===== src/rtl/uart_tx_frame_if.sv =====
// Request/serial-line bundle for the UART frame transmitter, including the
// side channel to the parity calculator.
interface uart_tx_frame_if;
    logic [7:0] P_DATA;
    logic       DATA_VALID;
    logic       PAR_EN;
    logic       PAR_TYP;
    logic       PAR_BIT;
    logic [7:0] DATA_LAT;
    logic       PAR_TYP_LAT;
    logic       par_calc_en;
    logic       TX_OUT;
    logic       BUSY;

    modport master (
        output P_DATA, DATA_VALID, PAR_EN, PAR_TYP, PAR_BIT,
        input  DATA_LAT, PAR_TYP_LAT, par_calc_en, TX_OUT, BUSY
    );

    modport slave (
        input  P_DATA, DATA_VALID, PAR_EN, PAR_TYP, PAR_BIT,
        output DATA_LAT, PAR_TYP_LAT, par_calc_en, TX_OUT, BUSY
    );
endinterface


===== src/rtl/uart_tx_frame.sv =====
// UART frame serializer: start bit, 8 data bits LSB-first, optional parity, stop.
// One clock per bit; all outputs registered so TX_OUT reflects the current state.
module uart_tx_frame (
    input  logic           clk,
    input  logic           rst,
    uart_tx_frame_if.slave bus
);
    typedef enum logic [2:0] {IDLE, START, DATA, PARITY, STOP} state_t;

    state_t     state;
    logic [2:0] cnt;
    logic       par_en_lat;

    always_ff @(posedge clk) begin
        if (rst) begin
            state           <= IDLE;
            cnt             <= 3'd0;
            par_en_lat      <= 1'b0;
            bus.DATA_LAT    <= 8'h00;
            bus.PAR_TYP_LAT <= 1'b0;
            bus.par_calc_en <= 1'b0;
            bus.TX_OUT      <= 1'b1;
            bus.BUSY        <= 1'b0;
        end else begin
            bus.par_calc_en <= 1'b0;
            case (state)
                // The stop cycle doubles as an acceptance window for back-to-back frames.
                IDLE, STOP: begin
                    if (bus.DATA_VALID) begin
                        state           <= START;
                        bus.DATA_LAT    <= bus.P_DATA;
                        bus.PAR_TYP_LAT <= bus.PAR_TYP;
                        par_en_lat      <= bus.PAR_EN;
                        bus.par_calc_en <= bus.PAR_EN;
                        bus.TX_OUT      <= 1'b0;
                        bus.BUSY        <= 1'b1;
                    end else begin
                        state      <= IDLE;
                        bus.TX_OUT <= 1'b1;
                        bus.BUSY   <= 1'b0;
                    end
                end
                START: begin
                    state      <= DATA;
                    cnt        <= 3'd0;
                    bus.TX_OUT <= bus.DATA_LAT[0];
                end
                DATA: begin
                    if (cnt == 3'd7) begin
                        cnt <= 3'd0;
                        if (par_en_lat) begin
                            // parity_calc was strobed 8+ cycles ago, so PAR_BIT is settled.
                            state      <= PARITY;
                            bus.TX_OUT <= bus.PAR_BIT;
                        end else begin
                            state      <= STOP;
                            bus.TX_OUT <= 1'b1;
                            bus.BUSY   <= 1'b0;
                        end
                    end else begin
                        cnt        <= cnt + 3'd1;
                        bus.TX_OUT <= bus.DATA_LAT[cnt + 3'd1];
                    end
                end
                PARITY: begin
                    state      <= STOP;
                    bus.TX_OUT <= 1'b1;
                    bus.BUSY   <= 1'b0;
                end
                default: begin
                    state      <= IDLE;
                    bus.TX_OUT <= 1'b1;
                    bus.BUSY   <= 1'b0;
                end
            endcase
        end
    end
endmodule


===== src/flat_wrapper.sv =====
// flat-port wrapper written by rule: the top's interface ports become plain ports
module uart_tx_frame_flat 
  (clk, rst, bus_P_DATA, bus_DATA_VALID, bus_PAR_EN, bus_PAR_TYP, bus_PAR_BIT, bus_DATA_LAT, bus_PAR_TYP_LAT, bus_par_calc_en, bus_TX_OUT, bus_BUSY);
  uart_tx_frame_if bus_i ();
  input  logic clk;
  input  logic rst;
  input wire logic [$bits(bus_i.P_DATA)-1:0] bus_P_DATA;
  input wire logic [$bits(bus_i.DATA_VALID)-1:0] bus_DATA_VALID;
  input wire logic [$bits(bus_i.PAR_EN)-1:0] bus_PAR_EN;
  input wire logic [$bits(bus_i.PAR_TYP)-1:0] bus_PAR_TYP;
  input wire logic [$bits(bus_i.PAR_BIT)-1:0] bus_PAR_BIT;
  output wire logic [$bits(bus_i.DATA_LAT)-1:0] bus_DATA_LAT;
  output wire logic [$bits(bus_i.PAR_TYP_LAT)-1:0] bus_PAR_TYP_LAT;
  output wire logic [$bits(bus_i.par_calc_en)-1:0] bus_par_calc_en;
  output wire logic [$bits(bus_i.TX_OUT)-1:0] bus_TX_OUT;
  output wire logic [$bits(bus_i.BUSY)-1:0] bus_BUSY;
  assign bus_i.P_DATA = bus_P_DATA;
  assign bus_i.DATA_VALID = bus_DATA_VALID;
  assign bus_i.PAR_EN = bus_PAR_EN;
  assign bus_i.PAR_TYP = bus_PAR_TYP;
  assign bus_i.PAR_BIT = bus_PAR_BIT;
  assign bus_DATA_LAT = bus_i.DATA_LAT;
  assign bus_PAR_TYP_LAT = bus_i.PAR_TYP_LAT;
  assign bus_par_calc_en = bus_i.par_calc_en;
  assign bus_TX_OUT = bus_i.TX_OUT;
  assign bus_BUSY = bus_i.BUSY;
  uart_tx_frame u_core (.clk(clk), .rst(rst), .bus(bus_i));
endmodule

===== config.mk =====
export PLATFORM = sky130hd
export DESIGN_NAME = uart_tx_frame_flat
export DESIGN_NICKNAME = d
export VERILOG_FILES = /design/src/rtl/uart_tx_frame_if.sv /design/src/rtl/uart_tx_frame.sv /design/src/flat_wrapper.sv
export SDC_FILE = /design/constraint.sdc
export NUM_CORES = 1
export LEC_CHECK = 0
export ABC_AREA = 1
export CORE_MARGIN = 5
export CORE_UTILIZATION = 48
export DETAILED_ROUTE_END_ITERATION = 8
export PLACE_DENSITY = 0.82
export SYNTH_ARGS = -nofsm -noshare
export SYNTH_HDL_FRONTEND = slang
export SYNTH_SLANG_ARGS = --single-unit

===== constraint.sdc =====
create_clock -name clk -period 3.19 [get_ports clk]
set_clock_uncertainty 0.15 [all_clocks]
set_input_delay 0.7975 -clock clk [delete_from_list [all_inputs] [get_ports clk]]
set_output_delay 0.7975 -clock clk [all_outputs]
set_load 0.02 [all_outputs]

==> Yosys cells after proc, flatten, opt, wreduce, memory -nomap -nowiden <==
Index checks and enable logic that the tools add are counted.
{ "word_totals": {"output_inout_bits": 12, "word_cells": 42, "input_bits": 14, "register_bits": 19} }
{ "op_classes": {"n_eq_ne": 7, "reduce_logical": 6, "n_bitwise": 3, "n_addsub": 1, "n_mux": 16, "magnitude_cmp": 1} }
{ "op_table": {"columns": ["operator", "n"], "rows": [
  ["$pmux W3 S4", 1],
  ["$mux W3", 3],
  ["$mux W1", 8],
  ["$eq A3 B2 Y1 const B", 2],
  ["$eq A3 B3 Y1 const B", 2],
  ["$pmux W1 S3", 2],
  ["$pmux W3 S2", 1],
  ["$lt A3 B4 Y1 const B", 1],
  ["$add A3 B1 Y3 const B", 1],
  ["$bmux W1 S3", 1],
  ["$eq A3 B1 Y1 const B", 1],
  ["$logic_not A3 Y1", 1],
  ["$not A1 Y1", 3],
  ["$reduce_and A3 Y1", 1],
  ["$reduce_or A3 Y1", 1],
  ["$ne A2 B1 Y1 const B", 1],
  ["$ne A2 B2 Y1 const B", 1],
  ["$reduce_and A2 Y1", 1],
  ["$reduce_bool A2 Y1", 1],
  ["$reduce_or A2 Y1", 1]
]} }

==> Longest topological paths before layout <==
Gate-level depths: netlist (run 1).
{ "logic_depth": {"word_depth": 5, "ltp_mapped": 8, "mapped_depth_nobuf": 8} }

==> Worst setup path after synthesis (run 1) <==
No wires, ideal clock.
{ "synth_path": {"path_kind": "input -> register", "startpoint": "in rst", "endpoint": "reg u_core.cnt[0]", "setup_time_ns": 0.122, "setup_slack_ns": 1.648, "path_buffers": 2, "required_ns": 2.918, "stages": 5, "arrival_ns": 1.270, "path_cell_list": "buf_2 inv_1 buf_2 o21ai_1 a21oi_1"} }
{ "synth_lines": {"columns": ["item", "line_no", "rtl"], "rows": [
  ["start, declared", "flat_wrapper.sv:6", "input logic rst;"],
  ["end signal, assigned", "uart_tx_frame.sv:61", "cnt <= cnt + 3'd1;"],
  ["end, declared", "uart_tx_frame.sv:11", "logic [2:0] cnt;"]
]} }

==> Final worst setup path (run 1) <==
{ "layout_path": {"startpoint": "reg u_core.bus.DATA_LAT[1]", "endpoint": "out bus_DATA_LAT[1]"} }
{ "layout_lines": {"columns": ["item", "line_no", "rtl"], "rows": [
  ["start, declared", "uart_tx_frame_if.sv:22", "output DATA_LAT, PAR_TYP_LAT, par_calc_en, TX_OUT, BUSY"],
  ["start signal, assigned", "uart_tx_frame.sv:31", "bus.DATA_LAT <= bus.P_DATA;"],
  ["end, declared", "flat_wrapper.sv:12", "output wire logic [$bits(bus_i.DATA_LAT)-1:0] bus_DATA_LAT;"]
]} }
No word-level cell between the ends.

==> metrics.cfg, run 1 <==
[logic_synthesis]
synth_top_family_by_area = simple AND/OR/NAND/NOR gates
synth_edf_count = 0
avgSynthCellArea_sq_um = 7.49
synth_sequential_area_ratio = 0.450
ys_ff_latch = 19
synth-simple-area-share = 0.314
syn_nets = 129
synth-main-ff-cell = dfxtp_1
synth_top_cell_area_share = 0.450
yosysMostFrequentCell = nor2_1
netlist_instances = 113
synthTopCellsByCount = 21 x nor2_1, 19 x dfxtp_1, 19 x nand2_1
synth_area_sq_um = 846
ys_types = 21
synth_xor_area_frac = 0
synth-async-reset-ratio = 0
yosys-top-cells-area = dfxtp_1 45%, nor2_1 9.3%, nand2_1 8.4%
synthAdderAreaFrac = 0.0296
yosysWarningCount = 0
yosys.area.top_type = dfxtp_1
synth_compound_area_frac = 0.126
synthMuxAreaShare = 0

[cts]
worstSkewPairLatency_ns = 0.30
cts.clk_slew.worst_paths_ns = 0.11
cts_tree = yes
post_cts_buffers = 0
ctsResizeCount = 0
cts_made_buffers = 3
hold_buffers = 0
h-tree-depth = 1
clockBufferDepth = 2
cts-root-buf = clkbuf_4
cts_sinks = 19

[place]
hpwl_microns = 1360
portBuffers = 25
placedCellCount = 160
gp_congestion = 0.808
pre_cts_ws_ns = 0.930

[timing]
rsz0062_at_grt = no
layout_setup_ws_ns = 0.950
slew_violations = 0
tns_ns = 0
slew_headroom = 0.801
fin_crit_ns = 2.24
tightest_slew_ns = 0.298
post-route-period-util = 0.702
hold_viol = 0
finalSetupViolations = 0
holdWs_ns = 0.346
max_freq_mhz = 446

[global_route]
overflow = 0
top_usage_layer = met2
first_global_vias = 717
grt_pass1_wl_microns = 3110
grt_util_met1 = 0.204
gr-usage-all-layers = 0.156
antenna_found_initial = 0
grt_max_degree = 16
grt_util_met3 = 0.0344
grt_util_met2 = 0.245

[min_path]
hold_class = flop to flop

[detailed_routing]
drt_iter0_markers = 19
route.vias.total = 793
drt_wl_total_microns = 1750
drc = 0
wl_per_cell_microns = 10.6
avgViaCountPerCell = 4.84
drt_first_pass_iters = 4
antenna_left = 0

[floorplan]
dieArea_sq_um = 2700
floorplan.initialDensity = 0.495
die_h_microns = 52.0
pin_count = 26
die-width_microns = 52.0
coreArea_sq_um = 1710
core.rowCount = 15

[critical_path]
crit_chain = clkdlybuf4s50_1
critPathTopFamily = buffers and inverters
slowest_delay_ns = 0.62
critical_path_class = flop to output port
crit_fanout = 3
cp-end-kind = output port
r2r_slack_ns = 1.69
arrival_ns = 1.29
critPathLaunchType = flop
required_ns = 2.24
crit_buf_inv = 1
slowest_stage = clkdlybuf4s50_1

[finish]
antenna_cells = 0
syn2layout_area_growth_pct = 33.9
fin_nets = 156
drive_above_1_share = 0.122
post-route-util = 0.663
fin_cells = 164

[pwr]
p_leak_nw = 0.460
powerDensity_nw_per_um2 = 501
max-vdd-ir-drop_mv = 0.309

[run]
maxCapViolations = 0

[outcome]
status = complete, no violations

-- where the power goes --
part,switching (W),internal [W]
clock network,0.0000751,0.0000488
registers,0.0000182,0.000262
logic,0.0000901,0.0000741
-- cells in the final DEF (no fill, tap or decap), drive strengths merged --
cell | netlist | routed
a21oi | 7 | 7
nand3 | 9 | 9
nand2 | 22 | 22
clkbuf | 0 | 4
nand4 | 1 | 1
o21ai | 11 | 11
nor4 | 1 | 1
a211oi | 1 | 1
ha | 2 | 2
nor2 | 24 | 24
dfxtp | 19 | 19
clkdlybuf4s50 | 0 | 25
inv | 12 | 12
nand3b | 1 | 1
-- registers in the layout (all words and copies together), names as in the netlist --
name                    count
u_core.bus.TX_OUT           1
u_core.state                3
u_core.cnt                  3
u_core.bus.par_calc_en      1
u_core.par_en_lat           1
u_core.bus.BUSY             1
u_core.bus.DATA_LAT         8
u_core.bus.PAR_TYP_LAT      1
-- through the flow --
stage | total power, W | area [sq um]
floorplan | 0.000386 | 846
CTS | 0.000571 | 1130
finish | 0.000568 | 1130
detailed placement | 0.000451 | 1110
global placement | 0.000448 | 1110
global route | 0.000602 | 1130
-- layout make-up --
class                      count  area (sq um)
multi-input combinational     79           397
fill                         148           576
clock buffer                   4          26.3
sequential                    19           380
timing repair buffer          25           250
tap                           25          31.3
inverter                      12          47.5
-- cells by family (layout without fill, tap and decap cells) --
logic type / after synthesis / in the layout
compound gates: 19 / 19
flops: 19 / 19
buf+inv: 15 / 41
fa+ha+maj: 2 / 2
simple gates: 58 / 58
-- metal layers --
metal,wire [microns],up-vias,share of wire
li1,-,421,-
met2,838,21,0.48
met5,0,-,0
met3,81,5,0.046
met1,784,346,0.45
met4,40,0,0.023
-- final timing paths --
check               endpoint                    from  cells past startpoint
min          u_core.bus.BUSY         u_core.bus.BUSY                      2
max          bus_DATA_LAT[1]  u_core.bus.DATA_LAT[1]                      1
min reg2reg  u_core.bus.BUSY         u_core.bus.BUSY                      2
max reg2reg  u_core.bus.BUSY           u_core.cnt[0]                      8
Power figures use the tool's default switching activity.
==> inputs of run 2 (changes only) <==
--- a/config.mk
+++ b/config.mk
@@ -7,9 +7,9 @@
 export LEC_CHECK = 0
 export ABC_AREA = 1
 export CORE_MARGIN = 5
-export CORE_UTILIZATION = 48
+export CORE_UTILIZATION = 44
 export DETAILED_ROUTE_END_ITERATION = 8
-export PLACE_DENSITY = 0.82
+export PLACE_DENSITY = 0.76
 export SYNTH_ARGS = -nofsm -noshare
 export SYNTH_HDL_FRONTEND = slang
 export SYNTH_SLANG_ARGS = --single-unit
==> constraint.sdc (replaced) <==
create_clock -name clk -period 2.1 [get_ports clk]
set_clock_uncertainty 0.15 [all_clocks]
set_input_delay 0.525 -clock clk [delete_from_list [all_inputs] [get_ports clk]]
set_output_delay 0.525 -clock clk [all_outputs]
set_load 0.02 [all_outputs]
==> metrics.cfg, run 2 (same netlist as run 1, synthesis figures left out) <==
[outcome]
status = complete, no violations

[timing]
max_freq_mhz = 506
slew_violations = 0  ; unchanged
rsz0062_at_grt = no
fin_crit_ns = 1.97
layout_setup_ws_ns = 0.125  ; -0.825 ns
tns_ns = 0  ; unchanged
finalSetupViolations = 0  ; unchanged
tightest_slew_ns = 0.283  ; -0.0155 ns
slew_headroom = 0.811  ; +0.0108
post-route-period-util = 0.940
hold_viol = 0  ; unchanged

[global_route]
grt_max_degree = 16  ; unchanged
first_global_vias = 709  ; -1.1%
gr-usage-all-layers = 0.142  ; -0.0142
grt_pass1_wl_microns = 2970  ; -4.3%
overflow = 0  ; unchanged
antenna_found_initial = 0  ; unchanged

[min_path]
worstHoldStart = u_core.cnt[2]
hold_class = flop to flop

[pwr]
p_leak_nw = 0.468  ; +1.6%
powerDensity_nw_per_um2 = 751  ; +50%
max-vdd-ir-drop_mv = 0.489  ; +59%
power_w = 0.000857  ; +51%

[finish]
regArea_sq_um = 380  ; unchanged
final_cell_mix = 25 x clkdlybuf4s50_1, 21 x nor2_1, 19 x nand2_1, 19 x dfxtp_1, 10 x o21ai_0
reg_top3 = u_core.bus.DATA_LAT: 8 flops, u_core.cnt: 3 flops, u_core.state: 3 flops
largest_register_ffs = 8  ; unchanged
antenna_cells = 0  ; unchanged
syn2layout_area_growth_pct = 34.9
fill_cells = 168  ; +14%
fin_nets = 157  ; +0.64%
final_area_sq_um = 1140  ; +0.77%
regMostFlops = u_core.bus.DATA_LAT
drive_above_1_share = 0.136  ; +0.0134
post-route-util = 0.640  ; -0.0230
multi_input_area_sq_um = 397  ; unchanged
layout_commonest_cell = clkdlybuf4s50_1

[cts]
cts_sinks = 19  ; unchanged
cts_tree = yes
cts-root-buf = clkbuf_4
post_cts_buffers = 0  ; unchanged
h-tree-depth = 1  ; unchanged
worstSkewPairLatency_ns = 0.29  ; about the same
clockBufferDepth = 2  ; unchanged
cts_made_buffers = 3  ; unchanged
hold_buffers = 0  ; unchanged
ctsResizeCount = 0  ; unchanged
cts.clk_slew.worst_paths_ns = 0.10  ; about the same

[detailed_routing]
wl_per_cell_microns = 10.9  ; +2.0%
drt_wl_total_microns = 1790  ; +2.6%
drt_iter0_markers = 16  ; -3
drt_first_pass_iters = 4  ; unchanged
drc = 0  ; unchanged
antenna_left = 0  ; unchanged
avgViaCountPerCell = 4.78  ; -1.2%
route.vias.total = 788  ; -0.63%

[critical_path]
required_ns = 1.42  ; -0.82 ns
rr_startpoint = u_core.cnt[0]
cp-end-kind = output port
crit_buf_inv = 1  ; unchanged
slowest_delay_ns = 0.62  ; about the same
arrival_ns = 1.30  ; about the same
crit_start = u_core.bus.DATA_LAT[2]
slowest_stage = clkdlybuf4s50_1
critPathLaunchType = flop
critPathTopFamily = buffers and inverters
critical_path_class = flop to output port
crit_fanout = 3  ; unchanged
crit_chain = clkdlybuf4s50_1

[place]
portBuffers = 25  ; unchanged
placed_area_sq_um = 1110  ; +0.68%
pre_cts_ws_ns = 0.294  ; -0.636 ns
hpwl_microns = 1460  ; +7.1%
gp_congestion = 0.818  ; +1.3%

[floorplan]
die_h_microns = 53.8  ; +3.6%
coreArea_sq_um = 1780  ; +4.4%
core.rowCount = 15  ; unchanged
pin_count = 26  ; unchanged
dieArea_sq_um = 2900  ; +7.3%
floorplan.initialDensity = 0.474  ; -0.0209
die-width_microns = 53.8  ; +3.6%

[run]
maxCapViolations = 0  ; unchanged

[run 2: through the flow]
stage / hold WS [ns] / std cells
final: 0.328 / 165
after CTS: 0.331 / 165
after global placement: 0.302 / 161
after floorplan: 0.293 / 113
after detailed placement: 0.315 / 161
after global routing: 0.359 / 165
[run 2: power by group]
| part | switching, W | internal [W] | total (W) |
|---|---|---|---|
| Combinational | 0.000138 | 0.000114 | 0.000252 |
| Sequential | 0.0000284 | 0.000397 | 0.000426 |
| Clock | 0.000109 | 0.0000709 | 0.000180 |
| Total | 0.000275 | 0.000582 | 0.000857 |
[run 2: final cells by class]
cell class | count | share of cell area
clock buffer | 3 | 0.0197
timing repair buffer | 26 | 0.226
tap | 25 | 0.0274
sequential | 19 | 0.333
multi-input combinational | 79 | 0.348
clock inverter | 1 | 0.00439
inverter | 12 | 0.0417
[run 2: final timing paths]
check	endpoint	slack, ns	cells past startpoint
min reg2reg	u_core.cnt[2]	0.33	2
min	u_core.cnt[2]	0.33	2
max	bus_DATA_LAT[2]	0.13	1
max reg2reg	u_core.bus.BUSY	0.63	8
[run 2: per-layer routing]
layer / GRT usage / part of all wire
met2: 0.216 / 0.46
met1: 0.193 / 0.50
met4: 0.0511 / 0.0056
met5: 0 / 0
met3: 0.0332 / 0.027
